[config.mk]
export PLATFORM = sky130hd
export DESIGN_NAME = legal_move_arbiter
export DESIGN_NICKNAME = d
export VERILOG_FILES = /design/src/rtl/legal_move_pkg.sv /design/src/rtl/tile_divider.sv /design/src/rtl/legal_move_arbiter.sv
export SDC_FILE = /design/constraint.sdc
export NUM_CORES = 1
export LEC_CHECK = 0
export BUFFER_PORTS_ARGS = -buffer_cell sky130_fd_sc_hd__buf_2
export CORE_UTILIZATION = 56
export CTS_BUF_LIST = sky130_fd_sc_hd__clkbuf_4 sky130_fd_sc_hd__clkbuf_8
export CTS_CLUSTER_SIZE = 8
export DETAILED_ROUTE_END_ITERATION = 8
export PLACE_DENSITY = 0.88
export SLEW_MARGIN = 20
export SYNTH_ARGS = -nofsm -noshare
export SYNTH_HDL_FRONTEND = slang
export SYNTH_SLANG_ARGS = --single-unit
export TNS_END_PERCENT = 100
[constraint.sdc]
create_clock -name clk -period 4.3 [get_ports clk]
set_input_delay 0.215 -clock clk [delete_from_list [all_inputs] [get_ports clk]]
set_output_delay 0.215 -clock clk [all_outputs]
set_load 0.02 [all_outputs]
[src/rtl/legal_move_pkg.sv]
// Shared maze geometry, move-mask bit positions and FSM states for the
// legal-move arbiter (LEGAL_ARB_PRIORITY_EN selects Pac-Man priority).
package legal_move_pkg;

  localparam int TILE_PX   = 60;
  localparam int MAZE_X0   = 150;
  localparam int MAZE_Y0   = 34;
  localparam int MAZE_COLS = 8;
  localparam int MAZE_ROWS = 8;

  localparam int MV_L = 3;
  localparam int MV_R = 2;
  localparam int MV_U = 1;
  localparam int MV_D = 0;

  typedef enum logic [2:0] {
    ST_IDLE,
    ST_DIV,
    ST_ROM,
    ST_WAIT,
    ST_RESP
  } state_e;

endpackage

[src/rtl/tile_divider.sv]
// One axis of the pixel-to-tile conversion: offset removal followed by
// one tile subtraction per cycle until the remainder is below a tile.
module tile_divider
  import legal_move_pkg::*;
#(
  parameter int ORG   = MAZE_X0,
  parameter int TILE  = TILE_PX,
  parameter int LIMIT = MAZE_COLS
) (
  input  logic       clk,
  input  logic       rst,
  input  logic       first_i,
  input  logic       run_i,
  input  logic [9:0] pos_i,
  output logic       done_o,
  output logic       oob_o,
  output logic [3:0] cnt_o
);

  localparam logic [9:0] ORG_W  = 10'(ORG);
  localparam logic [9:0] TILE_W = 10'(TILE);
  localparam logic [3:0] LIM_W  = 4'(LIMIT);

  logic [9:0] rx_q, rx_d, cur;
  logic [3:0] cnt_q, cnt_d;

  // First cycle works on the fresh offset so DIV needs only tiles+1 cycles
  always_comb begin
    cur    = first_i ? pos_i - ORG_W : rx_q;
    cnt_o  = first_i ? 4'd0 : cnt_q;
    done_o = cur < TILE_W;
    oob_o  = (first_i && pos_i < ORG_W)
           || cnt_o == LIM_W;
    rx_d   = cur;
    cnt_d  = cnt_o;
    if (!done_o) begin
      rx_d  = cur - TILE_W;
      cnt_d = cnt_o + 4'd1;
    end
  end

  always_ff @(posedge clk) begin
    if (rst) begin
      rx_q  <= '0;
      cnt_q <= '0;
    end else if (run_i) begin
      rx_q  <= rx_d;
      cnt_q <= cnt_d;
    end
  end

endmodule

[src/rtl/legal_move_arbiter.sv]
// Round-robin shared access to the legal-move ROM for Pac-Man and ghosts.
// LEGAL_ARB_PRIORITY_EN: requester 0 wins whenever it asks.
module legal_move_arbiter
  import legal_move_pkg::*;
#(
  parameter int NUM_REQ = 4,
  parameter int TILE    = TILE_PX,
  parameter int X0      = MAZE_X0,
  parameter int Y0      = MAZE_Y0,
  parameter int COLS    = MAZE_COLS,
  parameter int ROWS    = MAZE_ROWS
) (
  input  logic                  clk,
  input  logic                  rst,
  input  logic [NUM_REQ-1:0]    req,
  input  logic [10*NUM_REQ-1:0] req_x,
  input  logic [10*NUM_REQ-1:0] req_y,
  output logic                  busy,
  output logic [5:0]            rom_addr,
  input  logic [3:0]            rom_data,
  output logic                  resp_valid,
  output logic [2:0]            resp_id,
  output logic [3:0]            resp_legal,
  output logic                  resp_oob
);

  state_e state_q, state_d;
  logic [2:0] rr_q, rr_d;
  logic [2:0] id_q;
  logic [9:0] x_q, y_q;
  logic       first_q;
  logic [5:0] rom_addr_q;
  logic [2:0] resp_id_q;
  logic [3:0] resp_legal_q;
  logic       resp_oob_q;

  logic [NUM_REQ-1:0] rr_req;
  logic               hi_vld, lo_vld;
  logic [2:0]         hi_g, lo_g, gnt;
  logic               gnt_vld;
  logic [9:0]         gx, gy;

  logic       run;
  logic       x_done, x_oob, y_done, y_oob;
  logic [3:0] col, row;
  logic [5:0] addr_c;

  // Lowest requester at/after the pointer, else lowest overall (wrap)
  always_comb begin
    rr_req = req;
`ifdef LEGAL_ARB_PRIORITY_EN
    rr_req[0] = 1'b0;
`endif
    hi_vld = 1'b0;
    lo_vld = 1'b0;
    hi_g   = '0;
    lo_g   = '0;
    for (int c = NUM_REQ - 1; c >= 0; c--) begin
      if (rr_req[c]) begin
        lo_vld = 1'b1;
        lo_g   = 3'(c);
        if (3'(c) >= rr_q) begin
          hi_vld = 1'b1;
          hi_g   = 3'(c);
        end
      end
    end
    gnt_vld = lo_vld;
    gnt     = hi_vld ? hi_g : lo_g;
`ifdef LEGAL_ARB_PRIORITY_EN
    if (req[0]) begin
      gnt_vld = 1'b1;
      gnt     = '0;
    end
`endif
  end

  always_comb begin
    gx = '0;
    gy = '0;
    for (int c = 0; c < NUM_REQ; c++) begin
      if (gnt == 3'(c)) begin
        gx = req_x[10*c +: 10];
        gy = req_y[10*c +: 10];
      end
    end
  end

  assign run    = state_q == ST_DIV;
  assign addr_c = 6'(32'(row) * COLS + 32'(col));

  tile_divider #(
    .ORG   (X0),
    .TILE  (TILE),
    .LIMIT (COLS)
  ) u_div_x (
    .clk     (clk),
    .rst     (rst),
    .first_i (first_q),
    .run_i   (run),
    .pos_i   (x_q),
    .done_o  (x_done),
    .oob_o   (x_oob),
    .cnt_o   (col)
  );

  tile_divider #(
    .ORG   (Y0),
    .TILE  (TILE),
    .LIMIT (ROWS)
  ) u_div_y (
    .clk     (clk),
    .rst     (rst),
    .first_i (first_q),
    .run_i   (run),
    .pos_i   (y_q),
    .done_o  (y_done),
    .oob_o   (y_oob),
    .cnt_o   (row)
  );

  always_comb begin
    state_d = state_q;
    rr_d    = rr_q;
    unique case (state_q)
      ST_IDLE: begin
        if (gnt_vld) begin
          state_d = ST_DIV;
          rr_d    = (gnt == 3'(NUM_REQ - 1)) ? 3'd0 : gnt + 3'd1;
`ifdef LEGAL_ARB_PRIORITY_EN
          if (gnt == 3'd0) rr_d = rr_q;
`endif
        end
      end
      ST_DIV: begin
        if (x_oob || y_oob)       state_d = ST_RESP;
        else if (x_done && y_done) state_d = ST_ROM;
      end
      ST_ROM:  state_d = ST_WAIT;
      ST_WAIT: state_d = ST_RESP;
      ST_RESP: state_d = ST_IDLE;
      default: state_d = ST_IDLE;
    endcase
  end

  always_ff @(posedge clk) begin
    if (rst) begin
      state_q      <= ST_IDLE;
      rr_q         <= '0;
      id_q         <= '0;
      x_q          <= '0;
      y_q          <= '0;
      first_q      <= 1'b0;
      rom_addr_q   <= '0;
      resp_id_q    <= '0;
      resp_legal_q <= '0;
      resp_oob_q   <= 1'b0;
    end else begin
      state_q <= state_d;
      rr_q    <= rr_d;
      first_q <= (state_q == ST_IDLE) && gnt_vld;
      if (state_q == ST_IDLE && gnt_vld) begin
        id_q <= gnt;
        x_q  <= gx;
        y_q  <= gy;
      end
      if (state_q == ST_DIV) begin
        if (x_oob || y_oob) begin
          resp_oob_q   <= 1'b1;
          resp_legal_q <= '0;
          resp_id_q    <= id_q;
        end else if (x_done && y_done) begin
          rom_addr_q <= addr_c;
        end
      end
      if (state_q == ST_WAIT) begin
        resp_legal_q <= rom_data;
        resp_oob_q   <= 1'b0;
        resp_id_q    <= id_q;
      end
    end
  end

  assign busy       = state_q != ST_IDLE;
  assign resp_valid = state_q == ST_RESP;
  assign rom_addr   = rom_addr_q;
  assign resp_id    = resp_id_q;
  assign resp_legal = resp_legal_q;
  assign resp_oob   = resp_oob_q;

endmodule

==> out/qor.csv, run 1 <==
metric,value,unit
async_flop_share,0,%
cts_buffers,9,
slew_headroom,31.5,%
syn-instance-count,554,
nets,728,
cp-start-kind,flop,
finalHoldViolCount,0,
ctsHtreeMaxLevel,3,
synth_area,4250,um^2
ys_warn_count,0,
ant_nets,0,
powerDensity,594,nW/um^2
endpoint_kind,flop,
vdd_drop_max,336,uV
synth-seq-cells,63,
dieArea,7940,um^2
synth_top_cell_by_area,dfxtp_1,
path_cells,inv_2 -> o311ai_0 -> a31o_2 -> nor2_1 -> or3b_2 -> a311oi_1,
gp_congestion,0.896,
hold-worst-slack,0.114,ns
ctsLongestPathBuffers,2,
worstPathArrival,3.56,ns
die_y,89.1,um
initial_core_util,58.3,%
antenna_cells,0,
clock_skew,0.00615,ns
slowest_stage,o311ai_0,
grt_antenna_before_repair,0,
cts_setup_buffers,0,
drive_gt1_share,22.0,%
ys_top_cells_by_area,"dfxtp_1, mux2i_1, nor2_1, nand2_1, a21oi_1",
tightestPinTransition,1.03,ns
avgRoutedWirePerCell,14.0,um
io_buffers,96,
leakage,0.00211,uW
setup_tns,0,ns
cts.clk_slew.worst_paths,0.07,ns
hold_buffers,0,
vias,4219,
grt_max_degree,65,
yosysTopAreaCellShare,29.7,%
synth_edf_count,0,
fin_cells,727,
crit_buf_inv,1,
post-route-period-util,76.9,%
cts_tree,yes,
synth_common_cells,"nor2_1, dfxtp_1, nand2_1, a21oi_1, mux2i_1",
outcome,completed,
fmax,302,MHz
slew_violations,0,
grt_pass1_wl,17.1,mm
slowest_delay,0.93,ns
dp.cells,712,
synth_nets,658,
critPathMaxFanout,21,
crit_required,4.55,ns
grt_usage,27.4,%
ios,106,
die_x,89.1,um
dr.pass1.iters,6,
wl,10.2,mm
cap_violations,0,
synth.most_common_cell,nor2_1,
hold_class,input pin to flop,
grt_pass1_vias,4019,
core,7290,um^2
dp_hpwl,7.19,mm
ys_seq_area_share,29.7,%
drt_iter0_markers,273,
root_buffer,clkbuf_8,
yosys_most_used_dff,dfxtp_1,
overflow,0,
synth_cell_type_count,74,
setup_viol,0,
crit_type,flop to flop,
cts_sinks,63,
syn_to_final_growth,15.3,%
min_period,3.31,ns
via_per_inst,5.80,
drc_errors,0,
core.rowCount,31,
synth.avg_cell_area,7.67,um^2
rsz0062_at_grt,no,
cp_top_family,compound AO/OA/AOI/OAI gates,
clock_latency,0.34,ns
cts_resized,0,
==> kinds of logic after synthesis <==
family,count (synthesis),share of synthesized area [%]
adders and majority gates,14,4.12
other,1,0.0883
xor gates and xnor gates,12,2.47
muxes,37,8.78
buffers and inverters,60,5.95
and+or+nand+nor,211,24.2
AOI/OAI and AO/OA,156,24.7
DFF,63,29.7
==> stage by stage <==
step / power, uW / setup slack [ns] / cell area, um^2 / utilization (%)
after detailed placement: 2390 / 1.09 / 4710 / 64.6
after global routing: 3140 / 0.780 / 4900 / 67.2
after global placement: 2310 / 1.16 / 4710 / 64.6
after CTS: 2900 / 1.04 / 4900 / 67.2
after floorplan: 2110 / 1.32 / 4250 / -
final: 2910 / 0.993 / 4900 / 67.2
==> cell type report <==
cell class              instances  area, um^2
flip-flops and latches         63        1260
clock buffers                  11         139
clock inverters                 4        47.5
repair buffers                102         526
well taps                      99         124
inverters                      17        63.8
fillers                       646        2390
multi-input cells             431        2740
==> layout by cell type, fill, tap and decap left out, drive strengths merged, types with 3 or more instances in the layout <==
master   instances
buf            102
nor2            78
dfxtp           63
nand2           60
a21oi           43
mux2i           35
o21ai           34
a211oi          23
inv             17
ha              14
nor2b           13
clkbuf          11
nand2b          10
nor3             9
a22oi            8
xnor2            7
nand3            7
a31oi            7
o211ai           6
a311oi           5
xor2             5
nand4            5
or2              4
or4              3
or3              3
and3             3
a211o            3
a31o             3
a21o             3
nor3b            3
o2111ai          3
==> worst reg2reg max path: cells and delay by family, from the launching register on <==
kind / cells / cell delay [ns]
AOI/OAI and AO/OA: 3 / 1.50
DFF: 1 / 0.79
and+or+nand+nor: 2 / 0.63
buffers and inverters: 1 / 0.30
==> flip-flops by register name, indices dropped and copies added, names as in the netlist <==
| register | count |
|---|---|
| id_q | 2 |
| x_q | 9 |
| state_q | 3 |
| u_div_x.rx_q | 8 |
| u_div_y.rx_q | 8 |
| resp_legal | 4 |
| resp_id | 2 |
| resp_oob | 1 |
| rr_q | 2 |
| u_div_x.cnt_q | 4 |
| y_q | 9 |
| u_div_y.cnt_q | 4 |
| rom_addr | 6 |
| first_q | 1 |
==> worst paths after layout <==
path	startpoint	endpoint	slack [ns]	depth (start not counted)
min reg2reg	u_div_y.rx_q[5]$_SDFFE_PP0P_	u_div_y.rx_q[5]$_SDFFE_PP0P_	0.46	2
min	rom_data[1]	resp_legal[1]$_SDFFE_PP0P_	0.11	3
max reg2reg	first_q$_SDFF_PP0_	u_div_x.rx_q[7]$_SDFFE_PP0P_	0.99	6
max	first_q$_SDFF_PP0_	u_div_x.rx_q[7]$_SDFFE_PP0P_	0.99	6
==> power breakdown <==
group	internal (uW)	switching, uW	total, uW
Combinational	608	903	1510
Sequential	731	171	902
Clock	275	221	496
Total	1610	1290	2910
==> per-layer routing <==
metal,global-route usage [%],up-vias,share of wire [%]
met5,0,-,0
met4,13.0,0,3.2
met3,8.03,32,4.7
met2,48.7,107,51
met1,29.9,1967,41
li1,-,2113,-
Note: power is estimated with default switching activity, not from simulation.
==> run 2: changes to the inputs <==
CORE_UTILIZATION = 50   (was 56)
PLACE_DENSITY = 0.84   (was 0.88)
clock period = 3 ns   (was 4.3 ns; I/O delays follow)
==> run 2 against run 1 <==
Compared with the run above:
- sequential cell count stayed put
- final cell count is 2.2% higher
- first-iteration DRC count is 29% lower
- via count is 0.12% higher
- worst hold slack worse by 0.057 ns
- critical path depth is 4 higher
- combinational power is 52% higher
- routed wire length is 0.71% higher
- fmax is 20% higher
- largest power group unchanged
==> out/qor.csv, run 2 (synthesis results as in run 1) <==
metric,value,unit,change
path_cells,inv_1 -> ha_1 -> or3b_4 -> a2111oi_1 -> and3b_1 -> nand4_4 -> buf_4 -> a21oi_1 -> o21ai_0 -> a21oi_1,,was inv_2 -> o311ai_0 -> a31o_2 -> nor2_1 -> or3b_2 -> a311oi_1
clock_skew,0.00393,ns,was 0.00615 ns
wl,10.2,mm,about the same
grt_pass1_wl,17.3,mm,was 17.1 mm
reg2reg_from,y_q[1]$_SDFFE_PP0P_,,was first_q$_SDFF_PP0_
grt_pass1_vias,4108,,was 4019
slew_violations,0,,unchanged
clock_latency,0.34,ns,about the same
rrSetupSlack,0.24,ns,was 0.99 ns
grt_usage,24.1,%,was 27.4%
die_y,94.2,um,was 89.1 um
syn_to_final_growth,18.3,%,was 15.3%
antenna_cells,0,,unchanged
critPathMaxFanout,13,,was 21
p_clk_share,18.1,%,was 17.1%
ant_nets,0,,unchanged
vias,4224,,was 4219
ctsHtreeMaxLevel,3,,unchanged
cts.clk_slew.worst_paths,0.07,ns,about the same
drive_gt1_share,23.4,%,was 22.0%
setup_tns,0,ns,unchanged
cp-start-kind,flop,,unchanged
comb_power_share,52.5,%,was 51.9%
post-route-period-util,91.9,%,was 76.9%
worst_hold_startpoint,rom_data[0],,was rom_data[1]
post-place-ws,0.216,ns,was 1.09 ns
path_common_cell,a21oi_1,,
p_int,2460,uW,was 1610 uW
cap_violations,0,,unchanged
seq_power_share,29.3,%,was 31.0%
fill_cells,733,,was 646
root_buffer,clkbuf_8,,unchanged
hold_buffers,0,,unchanged
die_x,94.2,um,was 89.1 um
worst_slack,0.244,ns,was 0.993 ns
cts_buffers,9,,unchanged
outcome,completed,,unchanged
dr.pass1.iters,5,,was 6
via_per_inst,5.69,,was 5.80
holdPathEnd,resp_legal[0]$_SDFFE_PP0P_,,was resp_legal[1]$_SDFFE_PP0P_
crit_required,3.21,ns,was 4.55 ns
tightestPinTransition,0.971,ns,was 1.03 ns
slew_headroom,35.3,%,was 31.5%
avgRoutedWirePerCell,13.8,um,was 14.0 um
powerDensity,866,nW/um^2,was 594 nW/um^2
slowest_delay,0.45,ns,was 0.93 ns
setup_viol,0,,unchanged
hold_class,input pin to flop,,unchanged
crit_type,flop to flop,,unchanged
drc_errors,0,,unchanged
p_sw,1900,uW,was 1290 uW
nets,737,,was 728
ctsLongestPathBuffers,2,,unchanged
core,8220,um^2,was 7290 um^2
dp_hpwl,7.35,mm,was 7.19 mm
layout_commonest_cell,buf_2,,unchanged
cp_top_family,simple AND/OR/NAND/NOR gates,,was compound AO/OA/AOI/OAI gates
p_sw_share,43.6,%,was 44.5%
overflow,0,,unchanged
grt_antenna_before_repair,0,,unchanged
r2r_cells,10,,was 6
min_period,2.76,ns,was 3.31 ns
drt_iter0_markers,195,,was 273
fmax,363,MHz,was 302 MHz
dieArea,8870,um^2,was 7940 um^2
layout_common_cells,"buf_2, nor2_1, dfxtp_1",,unchanged
worstPathArrival,2.97,ns,was 3.56 ns
crit_cells,10,,was 6
crit_buf_inv,2,,was 1
endpoint_kind,flop,,unchanged
initial_core_util,51.7,%,was 58.3%
vdd_drop_max,588,uV,was 336 uV
io_buffers,96,,unchanged
cts_sinks,63,,unchanged
cts_tree,yes,,unchanged
slowest_stage,or3b_4,,was o311ai_0
ios,106,,unchanged
gp_congestion,0.886,,was 0.896
holdPathStages,3,,unchanged
core.rowCount,33,,was 31
grt_max_degree,49,,was 65
rsz0062_at_grt,no,,unchanged
leakage,0.00218,uW,was 0.00211 uW
top_regs,"x_q x9, y_q x9",,unchanged
finalHoldViolCount,0,,unchanged
rr_endpoint,u_div_y.cnt_q[3]$_SDFFE_PP0P_,,was u_div_x.rx_q[7]$_SDFFE_PP0P_
-- run 2: cell count changes in the layout (fill, tap and decap cells not counted), sizes merged --
cell	before	now
buf	102	111
clkbuf	11	13
clkinvlp	1	0
-- run 2: area by class of cell --
class,count,area (um^2),share of cell area (%)
Multi-Input combinational cell,431,2750,54.8
Sequential cell,63,1260,25.1
Timing Repair Buffer,111,606,12.0
Clock buffer,13,173,3.43
Tap cell,105,131,2.61
Inverter,17,63.8,1.27
Clock inverter,3,40.0,0.796
-- run 2: layer usage --
metal,part of all wire [%],up-vias,track usage (%),wire length [um]
li1,-,2136,-,-
met1,43,1962,27.0,4400
met2,51,100,43.9,5260
met3,3.4,26,5.58,347
met4,2.3,0,8.97,234
met5,0,-,0,0
-- run 2: repair_timing --
item	in CTS	in global routing
resized for setup	0	3
buffers inserted	0	1
setup endpoints to repair	0	8
hold endpoints to repair	0	0
-- run 2: how the worst max path moves through the flow --
stage / start / endpoint / slack, ns
2_1_floorplan: first_q$_SDFF_PP0_ / rom_addr[0]$_SDFFE_PP0P_ / 0.02
3_3_place_gp: y_q[1]$_SDFFE_PP0P_ / rom_addr[1]$_SDFFE_PP0P_ / 0.32
3_5_place_dp: y_q[1]$_SDFFE_PP0P_ / rom_addr[0]$_SDFFE_PP0P_ / 0.22
4_1_cts: y_q[1]$_SDFFE_PP0P_ / rom_addr[0]$_SDFFE_PP0P_ / 0.17
5_1_grt: first_q$_SDFF_PP0_ / rom_addr[3]$_SDFFE_PP0P_ / 0.05
6_report: y_q[1]$_SDFFE_PP0P_ / u_div_y.cnt_q[3]$_SDFFE_PP0P_ / 0.24
-- run 2: power groups by stage --
| stage | clock network (uW) | registers, uW | logic [uW] |
|---|---|---|---|
| final | 789 | 1280 | 2290 |
| after global routing | 836 | 1310 | 2560 |
| after CTS | 794 | 1270 | 2240 |
| after detailed placement | 0 | 1290 | 2220 |
| after global placement | 0 | 1270 | 2130 |
| after floorplan | 0 | 1210 | 1820 |
-- run 2: per-stage QoR --
step | utilization (%) | total power, uW | cells | area [um^2] | hold WS (ns)
finish | 61.2 | 4350 | 743 | 5030 | 0.0575
global route | 61.2 | 4710 | 743 | 5030 | 0.0657
CTS | 60.9 | 4300 | 742 | 5000 | 0.0508
detailed placement | 58.3 | 3500 | 726 | 4790 | 0.411
global placement | 58.3 | 3400 | 726 | 4790 | 0.387
floorplan | - | 3020 | 554 | 4250 | 0.298
-- run 2: worst reg2reg max path: stages, from the launching register on --
cell and delay [ns]:
dfxtp_1 0.36, inv_1 0.07, ha_1 0.22, or3b_4 0.45, a2111oi_1 0.40, and3b_1 0.30, nand4_4 0.16, buf_4 0.22
a21oi_1 0.09, o21ai_0 0.23, a21oi_1 0.12
==> run 3: changes to the inputs <==
CORE_UTILIZATION = 51   (was 50)
SYNTH_HIERARCHICAL = 1   (was not set)
==> run 3 against run 2 <==
Compared with the run above:
- synthesized area increased by 7.0%
- setup slack lost 0.11 ns
- clock-buffer cell count is the same
- via count increased by 14%
- die area grew 4.8%
- cell area grew 6.2%
- critical endpoint is now rom_addr[2]$_SDFFE_PP0P_
==> out/qor.csv, run 3 <==
metric,value,unit,change
p_sw_share,46.7,%,was 43.6%
endpoint_kind,flop,,unchanged
cts.clk_slew.worst_paths,0.07,ns,about the same
grt_pass1_vias,4305,,was 4108
slowest_stage,dfxtp_1,,was or3b_4
gp_congestion,0.883,,was 0.886
clock_latency,0.35,ns,was 0.34 ns
path_common_cell,ha_1,,was a21oi_1
setup_viol,0,,unchanged
rrSetupSlack,0.13,ns,was 0.24 ns
fill_cells,756,,was 733
dp_hpwl,9.07,mm,was 7.35 mm
die_x,96.4,um,was 94.2 um
crit_type,flop to flop,,unchanged
synth.avg_cell_area,7.92,um^2,was 7.67 um^2
hold_buffers,0,,unchanged
grt_pass1_wl,19.6,mm,was 17.3 mm
post-route-period-util,95.6,%,was 91.9%
drt_iter0_markers,286,,was 195
initial_core_util,52.4,%,was 51.7%
antenna_cells,0,,unchanged
leakage,0.00223,uW,was 0.00218 uW
critPathMaxFanout,8,,was 13
core.rowCount,34,,was 33
p_sw,2600,uW,was 1900 uW
cp-startpoint,x_q[1]$_SDFFE_PP0P_,,was y_q[1]$_SDFFE_PP0P_
synth_area,4550,um^2,was 4250 um^2
syn_to_final_growth,17.5,%,was 18.3%
crit_buf_inv,2,,unchanged
ctsLongestPathBuffers,2,,unchanged
grt_usage,26.7,%,was 24.1%
wl,12.3,mm,was 10.2 mm
fmax,349,MHz,was 363 MHz
cts_sinks,63,,unchanged
holdPathEnd,resp_legal[1]$_SDFFE_PP0P_,,was resp_legal[0]$_SDFFE_PP0P_
avgRoutedWirePerCell,16.0,um,was 13.8 um
cts_tree,yes,,unchanged
layout_commonest_cell,buf_2,,unchanged
cp_top_family,simple AND/OR/NAND/NOR gates,,unchanged
cap_violations,0,,unchanged
dr.pass1.iters,7,,was 5
utilization,61.5,%,was 61.2%
core,8680,um^2,was 8220 um^2
dieArea,9290,um^2,was 8870 um^2
cts_buffers,9,,unchanged
ant_nets,0,,unchanged
rr_endpoint,rom_addr[2]$_SDFFE_PP0P_,,was u_div_y.cnt_q[3]$_SDFFE_PP0P_
path_cells,ha_1 -> xnor2_1 -> mux2_2 -> ha_1 -> and2_1 -> o32ai_2 -> nand4_2 -> inv_4 -> nand2_1 -> nor3_4 -> buf_4 -> mux2i_1,,was inv_1 -> ha_1 -> or3b_4 -> a2111oi_1 -> and3b_1 -> nand4_4 -> buf_4 -> a21oi_1 -> o21ai_0 -> a21oi_1
worst_hold_startpoint,rom_data[1],,was rom_data[0]
drc_errors,0,,unchanged
comb_power_share,60.8,%,was 52.5%
overflow,0,,unchanged
slew_violations,0,,unchanged
cp-start-kind,flop,,unchanged
grt_antenna_before_repair,0,,unchanged
ios,106,,unchanged
setup_tns,0,ns,unchanged
ctsHtreeMaxLevel,3,,unchanged
slowest_delay,0.34,ns,was 0.45 ns
seq_power_share,25.0,%,was 29.3%
powerDensity,1040,nW/um^2,was 866 nW/um^2
top_regs,"x_q x9, y_q x9",,unchanged
p_int,2970,uW,was 2460 uW
vias,4815,,was 4224
rsz0062_at_grt,no,,unchanged
tightestPinTransition,1.08,ns,was 0.971 ns
crit_required,3.27,ns,was 3.21 ns
root_buffer,clkbuf_8,,unchanged
via_per_inst,6.24,,was 5.69
vdd_drop_max,546,uV,was 588 uV
hold_class,input pin to flop,,unchanged
ys_warn_count,6,,was 0
reg2reg_from,x_q[1]$_SDFFE_PP0P_,,was y_q[1]$_SDFFE_PP0P_
finalHoldViolCount,0,,unchanged
syn-instance-count,574,,was 554
nets,763,,was 737
grt_max_degree,37,,was 49
synth_nets,678,,was 658
die_y,96.4,um,was 94.2 um
outcome,completed,,unchanged
layout_common_cells,"buf_2, dfxtp_1, a21oi_1",,"was buf_2, nor2_1, dfxtp_1"
worstPathArrival,3.14,ns,was 2.97 ns
min_period,2.87,ns,was 2.76 ns
r2r_cells,12,,was 10
drive_gt1_share,24.7,%,was 23.4%
clock_skew,0.0123,ns,was 0.00393 ns
p_clk_share,14.2,%,was 18.1%
slew_headroom,28.1,%,was 35.3%
io_buffers,96,,unchanged
holdPathStages,3,,unchanged
run 3: worst max path at each step:
stage | end | slack (ns) | cells past startpoint
floorplan | rom_addr[0]$_SDFFE_PP0P_ | 0.01 | 12
global placement | rom_addr[4]$_SDFFE_PP0P_ | 0.29 | 12
detailed placement | rom_addr[2]$_SDFFE_PP0P_ | 0.14 | 12
CTS | rom_addr[2]$_SDFFE_PP0P_ | 0.12 | 12
global route | rom_addr[2]$_SDFFE_PP0P_ | 0.002 | 12
finish | rom_addr[2]$_SDFFE_PP0P_ | 0.13 | 12
run 3: worst min-delay path, stage by stage:
cell and delay (ns):
buf_2 0.09, nand2_1 0.05, a21oi_1 0.06
run 3: layout make-up:
| type | count | area (um^2) | area share [%] |
|---|---|---|---|
| multi-input cells | 428 | 2950 | 55.2 |
| inverters | 42 | 160 | 3.00 |
| clock buffers | 13 | 173 | 3.23 |
| repair buffers | 115 | 623 | 11.7 |
| clock inverters | 3 | 40.0 | 0.750 |
| well taps | 108 | 135 | 2.53 |
| flip-flops and latches | 63 | 1260 | 23.6 |
run 3: power groups by stage:
stage	registers [uW]	clock network (uW)	logic, uW
3_3_place_gp	1380	0	3170
6_report	1390	792	3390
2_1_floorplan	1340	0	2550
4_1_cts	1380	798	3300
5_1_grt	1430	831	3700
3_5_place_dp	1400	0	3280
run 3: stage by stage:
| step | instances | setup WS (ns) | cell area (um^2) | hold WS, ns | total power, uW |
|---|---|---|---|---|---|
| final | 772 | 0.133 | 5340 | 0.0495 | 5570 |
| after global routing | 772 | 0.00217 | 5340 | 0.0438 | 5960 |
| after detailed placement | 754 | 0.138 | 5110 | 0.409 | 4670 |
| after global placement | 754 | 0.285 | 5110 | 0.396 | 4550 |
| after floorplan | 574 | 0.0150 | 4550 | 0.290 | 3890 |
| after CTS | 770 | 0.121 | 5320 | 0.0419 | 5480 |
run 3: metal layers:
metal  wire length, um  vias up  global-route usage (%)
li1                  -     2319                       -
met1              5300     2256                    32.9
met2              5960      214                    45.2
met3               696       26                    5.40
met4               369        0                    11.8
met5                 0        -                       0
run 3: repair_timing:
item                       4_1_cts  5_1_grt
buffers inserted                 0        2
setup endpoints to repair        0       12
resized for setup                0        2
